<file path="src/rtl/route_stage_pkg.sv">
// Shared types for the routing stage: packet, routing-table entry and the
// reset-time table default. Optional per-port stats use macro ROUTE_STATS_EN.
package RouterPkg;

    localparam int TBL_SIZE = 16;

    typedef struct packed {
        logic [3:0]  dest;
        logic [3:0]  src;
        logic [15:0] data;
    } pkt_t;

    typedef struct packed {
        logic       en;
        logic [2:0] port;
    } route_entry_t;

    // Local node goes to port 0, the next two nodes to ports 2/3, everything else to port 1.
    function automatic route_entry_t tbl_default(input logic [3:0] rid, input logic [3:0] addr);
        route_entry_t e;
        logic [3:0]   rid1;
        logic [3:0]   rid2;
        rid1   = rid + 4'd1;
        rid2   = rid + 4'd2;
        e.en   = 1'b1;
        if (addr == rid)       e.port = 3'd0;
        else if (addr == rid1) e.port = 3'd2;
        else if (addr == rid2) e.port = 3'd3;
        else                   e.port = 3'd1;
        return e;
    endfunction

endpackage

</file>
<file path="src/rtl/route_stage_fifo.sv">
// Per-output-port FIFO; head is shown combinationally and forced to zero when empty.
// Push while full is honoured only together with a pop in the same cycle.
module route_fifo
    import RouterPkg::*;
#(
    parameter int  DEPTH = 2,
    parameter type T     = pkt_t
) (
    input  logic clk_i,
    input  logic rst_i,
    input  logic push_i,
    input  T     data_i,
    input  logic pop_i,
    output T     data_o,
    output logic full_o,
    output logic empty_o
);

    localparam int AW = $clog2(DEPTH);

    T               mem_q [DEPTH];
    logic [AW-1:0]  wr_ptr_q, rd_ptr_q;
    logic [AW:0]    cnt_q, cnt_d;
    logic           do_push, do_pop;

    assign empty_o = (cnt_q == '0);
    assign full_o  = (cnt_q == (AW+1)'(DEPTH));
    assign do_pop  = pop_i && !empty_o;
    assign do_push = push_i && (!full_o || do_pop);
    assign data_o  = empty_o ? T'('0) : mem_q[rd_ptr_q];

    always_comb begin
        cnt_d = cnt_q;
        case ({do_push, do_pop})
            2'b10:   cnt_d = cnt_q + (AW+1)'(1);
            2'b01:   cnt_d = cnt_q - (AW+1)'(1);
            default: cnt_d = cnt_q;
        endcase
    end

    always_ff @(posedge clk_i or posedge rst_i) begin
        if (rst_i) begin
            wr_ptr_q <= '0;
            rd_ptr_q <= '0;
            cnt_q    <= '0;
        end else begin
            if (do_push) wr_ptr_q <= wr_ptr_q + AW'(1);
            if (do_pop)  rd_ptr_q <= rd_ptr_q + AW'(1);
            cnt_q <= cnt_d;
        end
    end

    always_ff @(posedge clk_i) begin
        if (do_push) mem_q[wr_ptr_q] <= data_i;
    end

endmodule

</file>
<file path="src/rtl/route_stage.sv">
// Table-driven single-input router feeding one FIFO per output port.
// Define ROUTE_STATS_EN to add saturating per-port delivered counters (port_cnt).
module route_stage
    import RouterPkg::*;
#(
    parameter int NUM_PORTS  = 4,
    parameter int FIFO_DEPTH = 2,
    parameter int ROUTER_ID  = 0
) (
    input  logic                         clock,
    input  logic                         reset,
    input  pkt_t                         in_pkt,
    input  logic                         in_valid,
    output logic                         in_ready,
    output pkt_t [NUM_PORTS-1:0]         out_pkt,
    output logic [NUM_PORTS-1:0]         out_valid,
    input  logic [NUM_PORTS-1:0]         out_ready,
    input  logic                         tbl_we,
    input  logic [3:0]                   tbl_addr,
    input  route_entry_t                 tbl_entry,
    output logic [15:0]                  drop_cnt
`ifdef ROUTE_STATS_EN
    ,
    output logic [NUM_PORTS-1:0][15:0]   port_cnt
`endif
);

    route_entry_t               tbl_q [TBL_SIZE];
    route_entry_t               route;
    logic                       drop;
    logic [NUM_PORTS-1:0]       sel, push, pop, full, empty;
    logic [15:0]                drop_cnt_q, drop_cnt_d;

    assign pop       = out_valid & out_ready;
    assign out_valid = ~empty;

    // A full FIFO still accepts when its head leaves in the same cycle.
    always_comb begin
        route = tbl_q[in_pkt.dest];
        drop  = !route.en || (int'(route.port) >= NUM_PORTS);
        sel   = '0;
        for (int i = 0; i < NUM_PORTS; i++)
            sel[i] = !drop && (route.port == 3'(i));
        in_ready = !reset && (drop || ((sel & full & ~pop) == '0));
        push     = (in_valid && in_ready) ? sel : '0;
    end

    always_comb begin
        drop_cnt_d = drop_cnt_q;
        if (in_valid && in_ready && drop && drop_cnt_q != 16'hFFFF)
            drop_cnt_d = drop_cnt_q + 16'd1;
    end

    // Lookup reads the registered table, so a same-cycle write only affects later packets.
    always_ff @(posedge clock or posedge reset) begin
        if (reset) begin
            for (int a = 0; a < TBL_SIZE; a++)
                tbl_q[a] <= tbl_default(4'(ROUTER_ID), 4'(a));
            drop_cnt_q <= '0;
        end else begin
            if (tbl_we) tbl_q[tbl_addr] <= tbl_entry;
            drop_cnt_q <= drop_cnt_d;
        end
    end

    assign drop_cnt = drop_cnt_q;

    for (genvar g = 0; g < NUM_PORTS; g++) begin : g_port
        route_fifo #(
            .DEPTH (FIFO_DEPTH),
            .T     (pkt_t)
        ) u_fifo (
            .clk_i   (clock),
            .rst_i   (reset),
            .push_i  (push[g]),
            .data_i  (in_pkt),
            .pop_i   (out_ready[g]),
            .data_o  (out_pkt[g]),
            .full_o  (full[g]),
            .empty_o (empty[g])
        );
    end

`ifdef ROUTE_STATS_EN
    logic [NUM_PORTS-1:0][15:0] port_cnt_q;

    always_ff @(posedge clock or posedge reset) begin
        if (reset) begin
            port_cnt_q <= '0;
        end else begin
            for (int i = 0; i < NUM_PORTS; i++)
                if (pop[i] && port_cnt_q[i] != 16'hFFFF)
                    port_cnt_q[i] <= port_cnt_q[i] + 16'd1;
        end
    end

    assign port_cnt = port_cnt_q;
`endif

endmodule

</file>
<file path="config.mk">
export PLATFORM = sky130hd
export DESIGN_NAME = route_stage
export DESIGN_NICKNAME = d
export VERILOG_FILES = /design/src/rtl/route_stage_pkg.sv /design/src/rtl/route_stage_fifo.sv /design/src/rtl/route_stage.sv
export SDC_FILE = /design/constraint.sdc
export NUM_CORES = 1
export LEC_CHECK = 0
export CAP_MARGIN = 10
export CELL_PAD_IN_SITES_DETAIL_PLACEMENT = 0
export CELL_PAD_IN_SITES_GLOBAL_PLACEMENT = 1
export CORE_AREA = 5 5 179 181
export DETAILED_ROUTE_END_ITERATION = 12
export DIE_AREA = 0 0 184 186
export HOLD_SLACK_MARGIN = 0.05
export PLACE_DENSITY = 0.81
export SETUP_SLACK_MARGIN = 0.2
export SLEW_MARGIN = 25
export SYNTH_ARGS = -nofsm -noshare
export SYNTH_HDL_FRONTEND = slang
export SYNTH_SLANG_ARGS = --single-unit
</file>
<file path="constraint.sdc">
create_clock -name clock -period 8.9 [get_ports clock]
set_input_delay 0.89 -clock clock [delete_from_list [all_inputs] [get_ports clock]]
set_output_delay 0.89 -clock clock [all_outputs]
set_load 0.03 [all_outputs]
</file>
==> run_results.csv, run 1 <==
group,metric,value,unit
timing,rsz0062_at_grt,"no",
setup_path,worst_ep_arrival_time,4.41,ns
outcome,run_status,"completed",
cts,max-clock-path-buffers,3,
yosys,yosys.area_share.adder,0.524,%
timing,worst-slew-pin-transition,0.776,ns
cts,ctsHoldBuffers,0,
drt,postRouteWirelength,27.0,mm
finish,area.sequential,8210,sq um
yosys,yosys_warning_count,0,
yosys,async_reset_ff_share,33.3,%
setup_path,path_common_cell,"sky130_fd_sc_hd__clkdlybuf4s50_1",
timing,final_setup_violating_endpoints,0,
drt,post-route-drc-count,0,
cts,cts.clk_slew.worst_paths,0.06,ns
timing,timing.fmax,0.189,GHz
yosys,synth.area.mux_share,16.2,%
drt,detail-route-antenna-nets,0,
floorplan,floorplan.die.width,184,microns
drt,detail_route.vias_per_cell,5.02,
timing,hold_viol_final,0,
timing,timing.final.crit_period,5.30,ns
flow_run,timing.max_cap.violations,0,
placement,dp_hpwl,18.4,mm
timing,timing.clock.skew,0.0106,ns
setup_path,timing_worst_setup_path_type,"in2out",
cts,clock_root_buffer,"sky130_fd_sc_hd__clkbuf_16",
yosys,synth_top_family_by_area,"multiplexers",
setup_path,cp_slowest_stage_delay,0.97,ns
yosys,synthFlopType,"sky130_fd_sc_hd__edfxtp_1",
finish,flow.area_growth_from_synthesis,24.7,%
grt,first_global_vias,7031,
cts,tritoncts,"yes",
yosys,netlist-cell-type-count,47,
drt,detail_route.iter0.violations,364,
finish,antenna_cells_inserted,0,
cts,htreeDepth,1,
grt,grt_start_max_net_pins,56,
cts,cts-buffers-inserted,29,
setup_path,timing.critical_path.required,8.01,ns
setup_path,timing.critical_path.slowest_stage_cell,"sky130_fd_sc_hd__clkdlybuf4s50_1",
floorplan,floorplan.rows,64,
finish,final_cell_mix,"sky130_fd_sc_hd__edfxtp_1, sky130_fd_sc_hd__clkdlybuf4s50_1, sky130_fd_sc_hd__nor2_1, sky130_fd_sc_hd__mux2i_1, sky130_fd_sc_hd__mux2_2",
grt,grt_first_pass_wirelength,41.6,mm
setup_path,worstPathCellList,"clkdlybuf4s50_1 > nor4bb_1 > nor4b_1 > a211oi_1 > nand3_1 > nand2_1 > o311ai_0 > clkdlybuf4s50_1",
yosys,synthCells,786,
grt,overflow,0,
cts,clkLatencyLatePin,0.55,ns
floorplan,ioPinCount,157,
timing,maxSlewHeadroom,48.1,%
power_and_ir_drop,leakagePower,0.00561,uW
yosys,synth_seq_cells,288,
cts,postCtsSetupBuffers,0,
placement,gp_congestion,0.775,
yosys,synth_compound_area_share,0.734,%
cts,cts.sink_count,288,
drt,route.vias.total,6880,
placement,place.port_buffers,156,
finish,layout-drive-gt1-share,19.1,%
setup_path,crit_path_end_kind,"output port",
grt,groute.usage.overall,15.6,%
floorplan,core_area,30300,sq um
floorplan,area_of_the_die,34200,sq um
yosys,mappedNetlistNets,831,
finish,fillerInstances,2603,
yosys,synthSimpleGateAreaFrac,9.16,%
finish,multi_input_comb_area,3540,sq um
power_and_ir_drop,power_density,310,nW/um^2
finish,finalNetCount,998,
cts,cts.repair.resized,0,
finish,fin_util,49.2,%
floorplan,die_height,186,microns
drt,wire_per_inst,19.7,microns
timing,drv_slew,0,
finish,leading_cell_type_in_the_layout_fill_and_taps_excluded,"sky130_fd_sc_hd__edfxtp_1",
yosys,synth_edf_count,192,
setup_path,cp_max_fo,22,
timing,post-route-period-util,59.6,%
power_and_ir_drop,max-vdd-ir-drop,143,uV
yosys,yosysSeqAreaShare,68.8,%
hold_path,min-delay-path-class,"reg2reg",
yosys,synth_xor_xnor_area_share,2.76,%
grt,antenna_found_initial,0,
drt,drt-pass1-iter-count,5,
floorplan,start_util,39.4,%
setup_path,worst_setup_path_start_kind,"primary input",
yosys,synthesis.area_per_instance,15.2,sq um
timing,final.setup.tns,0,ns
yosys,post_synthesis_cell_area,11900,sq um
flip-flops by register name, indices dropped and copies added, names as in the netlist:
register and count:
g_port.u_fifo.rd_ptr_q 4, g_port.u_fifo.mem_q 192, tbl_q 64, g_port.u_fifo.cnt_q 8
drop_cnt 16, g_port.u_fifo.wr_ptr_q 4
synthesized netlist by cell type, types with 8 or more instances:
master	count	area, sq um
sky130_fd_sc_hd__nand3_1	11	55.1
sky130_fd_sc_hd__nor3b_1	8	60.1
sky130_fd_sc_hd__nor2b_1	9	56.3
sky130_fd_sc_hd__edfxtp_1	192	5770
sky130_fd_sc_hd__dfrtp_1	64	1600
sky130_fd_sc_hd__mux2_2	66	743
sky130_fd_sc_hd__nand2_1	10	37.5
sky130_fd_sc_hd__nand4_1	10	62.6
sky130_fd_sc_hd__xor2_1	8	70.1
sky130_fd_sc_hd__inv_1	13	48.8
sky130_fd_sc_hd__xnor2_1	24	210
sky130_fd_sc_hd__dfstp_2	32	841
sky130_fd_sc_hd__clkbuf_1	27	101
sky130_fd_sc_hd__mux2i_1	103	1030
sky130_fd_sc_hd__nor2_1	127	477
worst paths after layout:
kind                                                start                            end  slack, ns  depth (start not counted)
worst min register to register  g_port[3].u_fifo.rd_ptr_q      g_port[3].u_fifo.rd_ptr_q       0.49                          1
worst min-delay path            g_port[3].u_fifo.rd_ptr_q      g_port[3].u_fifo.rd_ptr_q       0.49                          1
min in group asynchronous                           reset      g_port[2].u_fifo.wr_ptr_q       0.81                          2
max in group asynchronous                           reset      g_port[2].u_fifo.rd_ptr_q       6.91                          3
worst max-delay path                           in_pkt[23]                       in_ready       3.60                          8
worst max register to register                  tbl_q[55]  g_port[1].u_fifo.mem_q[1][23]       5.44                          7
critical path: cells and delay by family:
kind / cells / cell delay [ns]
AOI/OAI and AO/OA: 2 / 0.64
and+or+nand+nor: 4 / 1.25
buffers and inverters: 2 / 1.63
power by group:
group	internal, uW	total [uW]	switching (uW)
clock	671	1160	494
combinational	719	1730	1010
sequential	1590	1730	135
total	2980	4620	1640
stage by stage:
step	total power [uW]	hold slack [ns]	cells	instance area, sq um	worst slack, ns
after floorplan	2780	0.456	786	11900	3.42
after global placement	3480	0.458	1318	14000	3.38
after detailed placement	3500	0.483	1318	14000	3.40
after CTS	4670	0.493	1370	14900	3.39
after global routing	4830	0.515	1370	14900	3.46
final	4620	0.492	1370	14900	3.60
final cells by class:
type                    instances  area share, %
flip-flops and latches        288           55.1
multi-input cells             448           23.8
repair buffers                173           11.3
clock buffers                  38           5.20
well taps                     396           3.33
clock inverters                14          0.908
inverters                      13          0.336
per-layer routing:
layer | track usage (%) | share of wire [%]
met5 | 0 | 0
met4 | 3.37 | 1.8
met3 | 3.32 | 6.4
met2 | 25.2 | 47
met1 | 21.8 | 45
cell families (layout without fill, tap and decap cells):
group	after synthesis	in the layout
AOI/OAI and AO/OA	9	9
xor gates and xnor gates	35	35
adders and majority gates	5	5
buffers and inverters	50	238
DFF	288	288
muxes	178	178
and+or+nand+nor	221	221
(Power assumes the default switching activity.)
==> run 2, diff against run 1 <==
==> constraint.sdc (replaced) <==
create_clock -name clock -period 5.3 [get_ports clock]
set_input_delay 0.53 -clock clock [delete_from_list [all_inputs] [get_ports clock]]
set_output_delay 0.53 -clock clock [all_outputs]
set_load 0.03 [all_outputs]
==> run 2 against run 1 <==
Critical path depth decreased by 1. Global-route usage rose by 0.20 points. Clock-buffer cell count did not move. Clock skew increased by 0.0041 ns. Non-clock buffer count rose by 4. Final area up 1.7%.
==> run_results.csv, run 2 (same netlist as run 1, synthesis figures left out) <==
group,metric,value,unit
outcome,run_status,"completed",
setup_path,worstPathCellList,"clkdlybuf4s50_1 > mux4_2 > mux2i_1 > mux2_2 > inv_1 > o311ai_0 > clkdlybuf4s50_1",
cts,tritoncts,"yes",
placement,dp_hpwl,18.4,mm
finish,area.sequential,8210,sq um
finish,final_cells,1378,
finish,flow.area_growth_from_synthesis,26.9,%
setup_path,critical_path.reg2reg.startpoint,"tbl_q[63]",
cts,cts.repair.resized,0,
drt,post-route-drc-count,0,
floorplan,ioPinCount,157,
finish,layout-drive-gt1-share,20.3,%
finish,antenna_cells_inserted,0,
finish,leading_cell_type_in_the_layout_fill_and_taps_excluded,"sky130_fd_sc_hd__edfxtp_1",
finish,finalNetCount,1003,
cts,cts-buffers-inserted,30,
finish,multi_input_comb_area,3540,sq um
placement,gp_congestion,0.773,
timing,timing.clock.skew,0.0147,ns
finish,final_cell_mix,"sky130_fd_sc_hd__edfxtp_1, sky130_fd_sc_hd__clkdlybuf4s50_1, sky130_fd_sc_hd__nor2_1, sky130_fd_sc_hd__mux2i_1, sky130_fd_sc_hd__mux2_2",
cts,clock_root_buffer,"sky130_fd_sc_hd__clkbuf_16",
grt,antenna_found_initial,0,
timing,hold_viol_final,0,
grt,overflow,0,
cts,cts.sink_count,288,
setup_path,crit_path_end_kind,"output port",
setup_path,cp_slowest_stage_delay,0.96,ns
timing,post-route-period-util,81.7,%
timing,maxSlewHeadroom,46.7,%
cts,clkLatencyLatePin,0.55,ns
timing,final_setup_violating_endpoints,0,
timing,rsz0062_at_grt,"no",
cts,postCtsSetupBuffers,0,
drt,wire_per_inst,19.9,microns
floorplan,start_util,39.4,%
drt,route.vias.total,6987,
floorplan,die_height,186,microns
timing,worst-slew-pin-transition,0.797,ns
finish,fin_util,50.0,%
setup_path,timing.critical_path.required,4.77,ns
floorplan,area_of_the_die,34200,sq um
timing,drv_slew,0,
finish,fillerInstances,2564,
grt,grt_first_pass_wirelength,42.3,mm
finish,largest_register_ffs,192,
floorplan,core_area,30300,sq um
drt,postRouteWirelength,27.5,mm
setup_path,worst_ep_arrival_time,3.80,ns
power_and_ir_drop,leakagePower,0.00572,uW
flow_run,timing.max_cap.violations,0,
placement,place_ws,0.965,ns
setup_path,crit-reg2reg-capture,"g_port[1].u_fifo.mem_q[0][0]",
hold_path,endpoint_of_the_worst_hold_path,"g_port[3].u_fifo.rd_ptr_q",
timing,timing.final.crit_period,4.33,ns
setup_path,cp_max_fo,14,
grt,groute.usage.overall,15.8,%
drt,detail-route-antenna-nets,0,
grt,first_global_vias,7182,
hold_path,min-delay-path-class,"reg2reg",
hold_path,holdPathStages,1,
setup_path,worst_setup_path_start_kind,"primary input",
floorplan,floorplan.rows,64,
setup_path,path_common_cell,"sky130_fd_sc_hd__clkdlybuf4s50_1",
power_and_ir_drop,totalPowerFinal,8140,uW
drt,detail_route.vias_per_cell,5.07,
power_and_ir_drop,power_density,537,nW/um^2
placement,placedCellCount,1322,
cts,cts.clk_slew.worst_paths,0.06,ns
setup_path,setup.reg_to_reg.worst_slack,2.18,ns
cts,htreeDepth,1,
power_and_ir_drop,max-vdd-ir-drop,337,uV
placement,place.port_buffers,156,
setup_path,timing_worst_setup_path_type,"in2out",
timing,worst_slack,0.972,ns
cts,max-clock-path-buffers,3,
cts,ctsHoldBuffers,0,
timing,final.setup.tns,0,ns
setup_path,timing.critical_path.slowest_stage_cell,"sky130_fd_sc_hd__clkdlybuf4s50_1",
drt,detail_route.iter0.violations,420,
timing,timing.fmax,0.231,GHz
setup_path,reg2regPathDepth,7,
drt,drt-pass1-iter-count,6,
grt,grt_start_max_net_pins,58,
finish,regMostFlops,"g_port.u_fifo.mem_q",
hold_path,min_from,"g_port[3].u_fifo.rd_ptr_q",
floorplan,floorplan.die.width,184,microns
==> run 2: cell types whose count changed in the layout (fill, tap and decap cells not counted), sizes merged <==
cell and change:
clkinvlp +2, clkinv -3, clkdlybuf4s50 +2, buf +2, bufinv +5
==> run 2: power by group <==
group          internal [uW]  switching (uW)  leakage, uW
clock network           1460             856     0.000555
logic                   1210            1730      0.00231
registers               2680             200      0.00286
==> run 2: cell type report <==
class                      instances  area share, %
clock buffer                      38           5.55
tap                              396           3.27
inverter                          13          0.347
clock inverter                    18           1.88
multi-input combinational        448           23.4
sequential                       288           54.2
timing repair buffer             177           11.4
==> run 2: stage by stage <==
step / cell area [sq um] / hold slack, ns
after global placement: 14000 / 0.456
after global routing: 15100 / 0.492
after detailed placement: 14000 / 0.458
after floorplan: 11900 / 0.456
after CTS: 15100 / 0.472
final: 15100 / 0.467
==> run 2: worst max path at each step <==
stage	start	endpoint	slack (ns)	cells after the start
floorplan	reset	g_port[2].u_fifo.mem_q[1][0]	1.24	7
global placement	in_pkt[20]	in_ready	0.95	7
detailed placement	in_pkt[20]	in_ready	0.96	7
CTS	in_pkt[20]	in_ready	0.94	7
global route	in_pkt[20]	in_ready	0.79	7
finish	in_pkt[20]	in_ready	0.97	7
==> run 2: worst max-delay path: cells and delay by family <==
kind	cells	cell delay [ns]
multiplexers	3	0.93
buffers and inverters	3	1.81
AO/OA/AOI/OAI	1	0.51
==> run 2: routing by layer <==
metal | routed length, microns | track usage [%] | vias up | share of wire, %
li1 | - | - | 3211 | -
met1 | 12300 | 22.1 | 3533 | 45
met2 | 13000 | 25.8 | 213 | 47
met3 | 1840 | 3.42 | 30 | 6.7
met4 | 348 | 2.63 | 0 | 1.3
met5 | 0 | 0 | - | 0
==> run 3, diff against run 2 <==
==> constraint.sdc (replaced) <==
create_clock -name clock -period 4.06 [get_ports clock]
set_input_delay 0.406 -clock clock [delete_from_list [all_inputs] [get_ports clock]]
set_output_delay 0.406 -clock clock [all_outputs]
set_load 0.03 [all_outputs]
==> run 3 against run 2 <==
Critical path depth up 1. First-iteration DRC count up 33%. Clock-buffer cell count down 8. Register-to-register slack worse by 1.2 ns. Non-clock buffer count up 10. Flip-flop and latch count unchanged. Cell count up 0.29%. Clock power up 14%. Combinational power up 29%. Global-route usage down 0.077 points. Critical endpoint unchanged. Largest cell class unchanged.
==> run_results.csv, run 3 (same netlist as run 1, synthesis figures left out) <==
group,metric,value,unit
power_and_ir_drop,totalPowerFinal,10200,uW
power_and_ir_drop,power.share.sequential,37.3,%
placement,dp_hpwl,18.8,mm
timing,maxSlewHeadroom,39.4,%
setup_path,timing.critical_path.slowest_stage_cell,"sky130_fd_sc_hd__clkdlybuf4s50_1",
cts,cts.sink_count,288,
power_and_ir_drop,power.combinational.fraction,37.0,%
grt,antenna_found_initial,0,
drt,route.vias.total,6971,
drt,drt-pass1-iter-count,5,
floorplan,die_height,186,microns
cts,tritoncts,"yes",
power_and_ir_drop,netSwitchingPower,3570,uW
setup_path,critical_path.reg2reg.startpoint,"tbl_q[55]",
drt,post-route-drc-count,0,
drt,detail-route-antenna-nets,0,
grt,grt_start_max_net_pins,54,
setup_path,worst_setup_path_start_kind,"primary input",
floorplan,floorplan.die.width,184,microns
setup_path,worstPathCellList,"clkdlybuf4s50_1 > mux4_2 > mux2i_1 > mux2_2 > inv_1 > o311ai_0 > buf_4 > buf_12",
setup_path,worst_ep_arrival_time,2.96,ns
finish,regMostFlops,"g_port.u_fifo.mem_q",
cts,cts.clk_slew.worst_paths,0.06,ns
hold_path,min-delay-path-class,"reg2reg",
grt,first_global_vias,7155,
flow_run,timing.max_cap.violations,0,
timing,timing.clock.skew,0.0135,ns
cts,postCtsSetupBuffers,0,
setup_path,timing.critical_path.required,3.65,ns
timing,final_setup_violating_endpoints,0,
power_and_ir_drop,swShare,34.9,%
floorplan,core_area,30300,sq um
cts,cts-buffers-inserted,28,
setup_path,crit_path_end_kind,"output port",
setup_path,setup.reg_to_reg.worst_slack,1.01,ns
hold_path,min_from,"tbl_q[56]",
timing,timing.fmax,0.297,GHz
power_and_ir_drop,power_density,676,nW/um^2
setup_path,cp_max_fo,8,
drt,wire_per_inst,19.6,microns
cts,ctsHoldBuffers,0,
finish,antenna_cells_inserted,0,
cts,max-clock-path-buffers,3,
drt,postRouteWirelength,27.1,mm
power_and_ir_drop,leakagePower,0.00570,uW
placement,gp_congestion,0.835,
timing,final.setup.tns,0,ns
floorplan,area_of_the_die,34200,sq um
setup_path,timing_worst_setup_path_type,"in2out",
placement,placedCellCount,1332,
cts,htreeDepth,1,
floorplan,floorplan.rows,64,
setup_path,critical_path.top_delay_family,"buffers and inverters",
finish,largest_register_ffs,192,
grt,grt_first_pass_wirelength,41.8,mm
finish,final_cell_mix,"sky130_fd_sc_hd__edfxtp_1, sky130_fd_sc_hd__clkdlybuf4s50_1, sky130_fd_sc_hd__nor2_1, sky130_fd_sc_hd__mux2i_1, sky130_fd_sc_hd__mux2_2",
cts,clkLatencyLatePin,0.54,ns
timing,rsz0062_at_grt,"no",
drt,detail_route.iter0.violations,558,
setup_path,crit_path_start,"in_pkt[20]",
finish,final_cells,1382,
floorplan,ioPinCount,157,
cts,clock_root_buffer,"sky130_fd_sc_hd__clkbuf_16",
finish,leading_cell_type_in_the_layout_fill_and_taps_excluded,"sky130_fd_sc_hd__edfxtp_1",
grt,overflow,0,
outcome,run_status,"completed",
finish,layout-drive-gt1-share,20.3,%
timing,drv_slew,0,
timing,post-route-period-util,82.9,%
finish,flow.area_growth_from_synthesis,27.0,%
power_and_ir_drop,clkPwrFrac,25.7,%
timing,worst-slew-pin-transition,0.909,ns
grt,groute.usage.overall,15.7,%
floorplan,start_util,39.4,%
power_and_ir_drop,max-vdd-ir-drop,422,uV
placement,place.port_buffers,156,
drt,detail_route.vias_per_cell,5.04,
cts,cts.repair.resized,0,
setup_path,cp_slowest_stage_delay,0.84,ns
timing,timing.final.crit_period,3.37,ns
timing,hold_viol_final,0,
setup_path,critical_path_buf_inv_count,4,
power_and_ir_drop,cell_internal_pwr,6680,uW
finish,finalNetCount,1011,
run 3: power groups by stage:
stage | combinational, uW | clock (uW) | sequential (uW)
after CTS | 3830 | 2700 | 3830
after global routing | 4030 | 2840 | 3870
after floorplan | 2360 | 0 | 3730
final | 3790 | 2640 | 3830
after global placement | 3790 | 0 | 3880
after detailed placement | 3830 | 0 | 3880
run 3: layout make-up:
type / instances / area, sq um
Tap cell: 396 / 495
Fill cell: 2554 / 15100
Sequential cell: 288 / 8210
Clock buffer: 30 / 708
Timing Repair Buffer: 187 / 1920
Multi-Input combinational cell: 448 / 3540
Inverter: 13 / 52.6
Clock inverter: 20 / 238
run 3: worst reg2reg max path, stage by stage, from the launching register on:
cell                       delay, ns
sky130_fd_sc_hd__dfstp_2        0.53
sky130_fd_sc_hd__nor4bb_1       0.30
sky130_fd_sc_hd__nor4b_1        0.09
sky130_fd_sc_hd__a211oi_1       0.42
sky130_fd_sc_hd__nand4_1        0.26
sky130_fd_sc_hd__or4b_1         0.72
sky130_fd_sc_hd__ha_1           0.36
sky130_fd_sc_hd__nor2_1         0.15
sky130_fd_sc_hd__xor2_1         0.15
run 3: routing by layer:
layer	GRT usage, %	wire, microns
met2	25.9	13000
met1	21.8	11700
met4	2.96	391
met5	0	0
met3	3.21	1980
run 3: worst paths after layout:
check | endpoint | cells after the start
hold / removal | tbl_q[56] | 1
hold reg to reg | tbl_q[56] | 1
max in group asynchronous | tbl_q[18] | 4
setup / recovery | in_ready | 8
min in group asynchronous | tbl_q[1] | 3
setup reg to reg | g_port[1].u_fifo.cnt_q[1] | 8
run 3: through the flow:
step | util [%] | area, sq um | setup WS (ns) | hold slack [ns]
global placement | 46.9 | 14200 | 0.390 | 0.486
detailed placement | 46.9 | 14200 | 0.251 | 0.481
floorplan | - | 11900 | 0.127 | 0.456
CTS | 50.1 | 15200 | 0.632 | 0.504
global route | 50.1 | 15200 | 0.529 | 0.513
finish | 50.1 | 15200 | 0.694 | 0.504
